[src/rtl/alu_seq.sv]
// Handshaked ALU: single-cycle logic/arith/shift ops plus an iterative
// shift-add multiply, with registered result and status flags.
//
// state | meaning
// IDLE  | waiting for START; single-cycle ops complete here
// MULT  | shift-add multiply in progress, BUSY high
module alu_seq #(
  parameter int WIDTH = 8,
  parameter int SHW   = $clog2(WIDTH)
) (
  input  logic             CLK,
  input  logic             RESET,
  input  logic             START,
  input  logic [3:0]       SELECT,
  input  logic [WIDTH-1:0] DATA1,
  input  logic [WIDTH-1:0] DATA2,
  output logic [WIDTH-1:0] RESULT,
  output logic             ZERO,
  output logic             NEG,
  output logic             OVERFLOW,
  output logic             ERROR,
  output logic             DONE,
  output logic             BUSY
);

  localparam int CW = $clog2(WIDTH) + 1;

  localparam logic [3:0] OP_FWD = 4'd0;
  localparam logic [3:0] OP_ADD = 4'd1;
  localparam logic [3:0] OP_AND = 4'd2;
  localparam logic [3:0] OP_OR  = 4'd3;
  localparam logic [3:0] OP_SLL = 4'd4;
  localparam logic [3:0] OP_SRL = 4'd5;
  localparam logic [3:0] OP_SRA = 4'd6;
  localparam logic [3:0] OP_ROR = 4'd7;
  localparam logic [3:0] OP_SUB = 4'd8;
  localparam logic [3:0] OP_MUL = 4'd9;

  typedef enum logic {IDLE, MULT} state_t;

  state_t             state;
  logic [CW-1:0]      cnt;
  logic [2*WIDTH-1:0] mcand;
  logic [2*WIDTH-1:0] acc;
  logic [WIDTH-1:0]   mplier;

  logic [SHW-1:0]     shamt;
  logic [WIDTH-1:0]   sum;
  logic [WIDTH-1:0]   diff;
  logic [2*WIDTH-1:0] rot;
  logic [WIDTH-1:0]   c_res;
  logic               c_ovf;
  logic               c_err;
  logic [2*WIDTH-1:0] acc_nxt;

  // Single-cycle datapath, evaluated from the live inputs.
  always_comb begin
    shamt = DATA2[SHW-1:0];
    sum   = DATA1 + DATA2;
    diff  = DATA1 - DATA2;
    rot   = {DATA1, DATA1} >> shamt;
    c_res = '0;
    c_ovf = 1'b0;
    c_err = 1'b0;
    case (SELECT)
      OP_FWD: c_res = DATA2;
      OP_ADD: begin
        c_res = sum;
        c_ovf = (DATA1[WIDTH-1] == DATA2[WIDTH-1]) && (sum[WIDTH-1] != DATA1[WIDTH-1]);
      end
      OP_AND: c_res = DATA1 & DATA2;
      OP_OR:  c_res = DATA1 | DATA2;
      OP_SLL: c_res = DATA1 << shamt;
      OP_SRL: c_res = DATA1 >> shamt;
      OP_SRA: c_res = $signed(DATA1) >>> shamt;
      OP_ROR: c_res = rot[WIDTH-1:0];
      OP_SUB: begin
        c_res = diff;
        c_ovf = (DATA1[WIDTH-1] != DATA2[WIDTH-1]) && (diff[WIDTH-1] != DATA1[WIDTH-1]);
      end
      OP_MUL: c_res = '0;
      default: c_err = 1'b1;
    endcase
  end

  assign acc_nxt = acc + (mplier[0] ? mcand : '0);

  always_ff @(posedge CLK or negedge RESET) begin
    if (!RESET) begin
      state    <= IDLE;
      cnt      <= '0;
      mcand    <= '0;
      acc      <= '0;
      mplier   <= '0;
      RESULT   <= '0;
      ZERO     <= 1'b0;
      NEG      <= 1'b0;
      OVERFLOW <= 1'b0;
      ERROR    <= 1'b0;
      DONE     <= 1'b0;
      BUSY     <= 1'b0;
    end else begin
      DONE <= 1'b0;
      case (state)
        IDLE: begin
          if (START) begin
            if (SELECT == OP_MUL) begin
              mcand  <= {{WIDTH{1'b0}}, DATA1};
              mplier <= DATA2;
              acc    <= '0;
              cnt    <= CW'(WIDTH);
              BUSY   <= 1'b1;
              state  <= MULT;
            end else begin
              RESULT   <= c_res;
              ZERO     <= (c_res == '0);
              NEG      <= c_res[WIDTH-1];
              OVERFLOW <= c_ovf;
              ERROR    <= c_err;
              DONE     <= 1'b1;
            end
          end
        end
        MULT: begin
          acc    <= acc_nxt;
          mplier <= mplier >> 1;
          mcand  <= mcand << 1;
          cnt    <= cnt - 1'b1;
          // Last step: publish the product from the value being written to acc.
          if (cnt == CW'(1)) begin
            RESULT   <= acc_nxt[WIDTH-1:0];
            ZERO     <= (acc_nxt[WIDTH-1:0] == '0);
            NEG      <= acc_nxt[WIDTH-1];
            OVERFLOW <= |acc_nxt[2*WIDTH-1:WIDTH];
            ERROR    <= 1'b0;
            DONE     <= 1'b1;
            BUSY     <= 1'b0;
            state    <= IDLE;
          end
        end
        default: state <= IDLE;
      endcase
    end
  end

endmodule

[config.mk]
export PLATFORM = sky130hd
export DESIGN_NAME = alu_seq
export DESIGN_NICKNAME = d
export VERILOG_FILES = /design/src/rtl/alu_seq.sv
export SDC_FILE = /design/constraint.sdc
export NUM_CORES = 1
export LEC_CHECK = 0
export ABC_AREA = 1
export ABC_CLOCK_PERIOD_IN_PS = 3200
export CELL_PAD_IN_SITES_DETAIL_PLACEMENT = 1
export CELL_PAD_IN_SITES_GLOBAL_PLACEMENT = 1
export CORE_ASPECT_RATIO = 0.8
export CORE_UTILIZATION = 32
export CTS_BUF_LIST = sky130_fd_sc_hd__clkbuf_8
export DETAILED_ROUTE_END_ITERATION = 10
export PLACE_DENSITY_LB_ADDON = 0.1
export SLEW_MARGIN = 20
export SYNTH_ARGS = -nofsm -noshare
export SYNTH_HDL_FRONTEND = slang
export SYNTH_SLANG_ARGS = --single-unit
[constraint.sdc]
create_clock -name CLK -period 3.2 [get_ports CLK]
set_input_delay 0.64 -clock CLK [delete_from_list [all_inputs] [get_ports CLK]]
set_output_delay 0.64 -clock CLK [all_outputs]
set_load 0.02 [all_outputs]
==> flow_metrics.env <==
export IMPL_ys_seq_area_share_pct=27.6
export IMPL_cpMaxStageDelayCell="clkdlybuf4s50_1"
export IMPL_syn_nets=862
export IMPL_insertion_delay_ps=340
export IMPL_routed_wl_mm=19.0
export IMPL_place_congestion=0.907
export IMPL_antenna_found_initial=0
export IMPL_relSlewSlack_pct=53.2
export IMPL_mostFrequentLayoutCell="nand2_1"
export IMPL_grt_pass1_wl_mm=30.6
export IMPL_core_area_um2=15900
export IMPL_drtAntennaViolNets=0
export IMPL_rsz0062_at_grt="false"
export IMPL_crit_fanout=8
export IMPL_max_freq_mhz=324
export IMPL_cts_clk_slew_worst_paths_ps=70
export IMPL_cts_setup_buffers=0
export IMPL_yosys_register_bits=58
export IMPL_grt_pass1_vias=5509
export IMPL_portBuffers=36
export IMPL_fill_cells=2081
export IMPL_ctsHoldBuffers=0
export IMPL_ys_warn_count=0
export IMPL_cts_sinks=58
export IMPL_drc=0
export IMPL_drt_initial_drc_count=347
export IMPL_start_util_pct=33.0
export IMPL_die_y_um=117
export IMPL_grt_ovfl_total=0
export IMPL_endpoint_kind="register"
export IMPL_grt_start_max_net_pins=52
export IMPL_cp_arrival_ps=3320
export IMPL_cp_top_family="buffers and inverters"
export IMPL_ctsLongestPathBuffers=2
export IMPL_htree_levels=3
export IMPL_power_leakage_uw=0.00327
export IMPL_drv_cap=0
export IMPL_cts_tree="yes"
export IMPL_timing_final_crit_period_ps=3090
export IMPL_postLayoutCellArea_um2=6120
export IMPL_synth_enable_flop_cells=0
export IMPL_max_stage_delay_ps=550
export IMPL_vias=5416
export IMPL_grt_usage_pct=23.6
export IMPL_syn_inst=795
export IMPL_numCtsBuffers=9
export IMPL_final_max_slew_viol_count=0
export IMPL_synth_ff_type="dfrtp_1"
export IMPL_tns_ps=0
export IMPL_ys_types=42
export IMPL_syn_area_um2=5250
export IMPL_hold_viol=0
export IMPL_crit_path_start_kind="primary input"
export IMPL_p_total_uw=3830
export IMPL_drive_gt1_share_pct=8.81
export IMPL_ios=37
export IMPL_hp_class="primary input to async pin"
export IMPL_die_area_um2=16900
export IMPL_wl_per_cell_um=17.8
export IMPL_cts_resized=0
export IMPL_finalCritPeriodShare_pct=96.5
export IMPL_setup_viol=0
export IMPL_status="finished, final reports clean"
export IMPL_crit_chain="clkdlybuf4s50_1 -> inv_1 -> ha_1 -> inv_1 -> a21oi_2 -> inv_1 -> nand2_1 -> nand3_1 -> o21ai_0 -> nand3_1 -> nor2_1 -> o21ai_1 -> nand2_1 -> nand2_1"
export IMPL_drt_first_pass_iters=5
export IMPL_rows=41
export IMPL_vias_per_cell=5.08
export IMPL_skew_ps=9.00
export IMPL_area_growth_pct=16.6
export IMPL_cts_root_buf="clkbuf_8"
export IMPL_dp_final_hpwl_mm=15.7
export IMPL_pwr_density_cell_nw_per_um2=625
export IMPL_final_cell_mix="nand2_1 (246), inv_1 (99), nand3_1 (75)"
export IMPL_die_w_um=145
export IMPL_crit_type="primary input to register"
export IMPL_worst_pin_slew_ps=703
export IMPL_async_flop_share_pct=100
export IMPL_finalNetCount=913
export IMPL_avgSynthCellArea_um2=6.61
export IMPL_critical_path_required_ps=3430
export IMPL_antenna_cells=0
export IMPL_crit_buf_inv=4
export IMPL_ir_drop_v=0.000268
export IMPL_dpl_instance_area_um2=5960
[path summary, 6_finish.rpt]
kind                            depth (start not counted)   endpoint       from  slack, ps
worst max-delay path                                   14  RESULT[6]   DATA2[3]        110
worst min-delay path                                    1  RESULT[3]      RESET        120
worst max register to register                         14   OVERFLOW  mplier[0]        580
worst min register to register                          2  RESULT[0]  RESULT[0]        480
max in group asynchronous                               2     cnt[1]      RESET       2150
min in group CLK                                        2  RESULT[0]  RESULT[0]        480
[cells in the mapped netlist (14+ instances only)]
master	instances	area share (%)
inv_1	96	6.9
nand2_1	246	18
ha_1	41	9.8
o21ai_1	15	1.4
o21ai_0	29	2.8
a21oi_1	33	3.1
dfrtp_1	58	28
nor2_1	65	4.6
nand3_1	75	7.1
a31oi_1	14	1.7
xor2_1	15	2.5
[cells by family (layout without fill, tap and decap cells)]
| family | count (synthesis) | after routing | share of synthesized area (%) |
|---|---|---|---|
| compound gates | 125 | 125 | 14.1 |
| xor+xnor | 16 | 16 | 2.67 |
| fa+ha+maj | 44 | 44 | 10.9 |
| buf+inv | 135 | 191 | 10.9 |
| flops | 58 | 58 | 27.6 |
| simple gates | 417 | 417 | 33.8 |
[layout make-up]
class | instances | area [um2] | area share (%)
Clock inverter | 6 | 26.3 | 0.429
Sequential cell | 58 | 1450 | 23.7
Inverter | 107 | 402 | 6.56
Tap cell | 215 | 269 | 4.39
Clock buffer | 10 | 138 | 2.25
Timing Repair Buffer | 68 | 608 | 9.93
Multi-Input combinational cell | 602 | 3230 | 52.7
[where the power goes]
part,internal (uW),switching [uW],total (uW)
logic,761,1310,2070
registers,1000,177,1180
clock network,289,287,577
[per-layer routing]
layer,global-route usage (%),vias to the layer above,wire [um]
met5,0,-,0
met4,5.05,0,278
met3,4.22,17,876
met2,35.5,96,7770
met1,35.1,2627,10100
li1,-,2676,-
[registers in the layout, indices dropped and copies added (netlist names)]
| register | cells |
|---|---|
| BUSY | 1 |
| state | 1 |
| cnt | 4 |
| OVERFLOW | 1 |
| RESULT | 8 |
| DONE | 1 |
| ZERO | 1 |
| ERROR | 1 |
| mplier | 8 |
| mcand | 16 |
| acc | 16 |
[through the flow]
| step | cells | worst slack (ps) | hold slack, ps | utilization [%] |
|---|---|---|---|---|
| after floorplan | 795 | 703 | 344 | - |
| after global placement | 1050 | -60.0 | 466 | 37.5 |
| after detailed placement | 1050 | -131 | 470 | 37.5 |
| after CTS | 1066 | 228 | 108 | 38.5 |
| after global routing | 1066 | 56.0 | 108 | 38.5 |
| final | 1066 | 113 | 117 | 38.5 |
(Power assumes the default switching activity.)
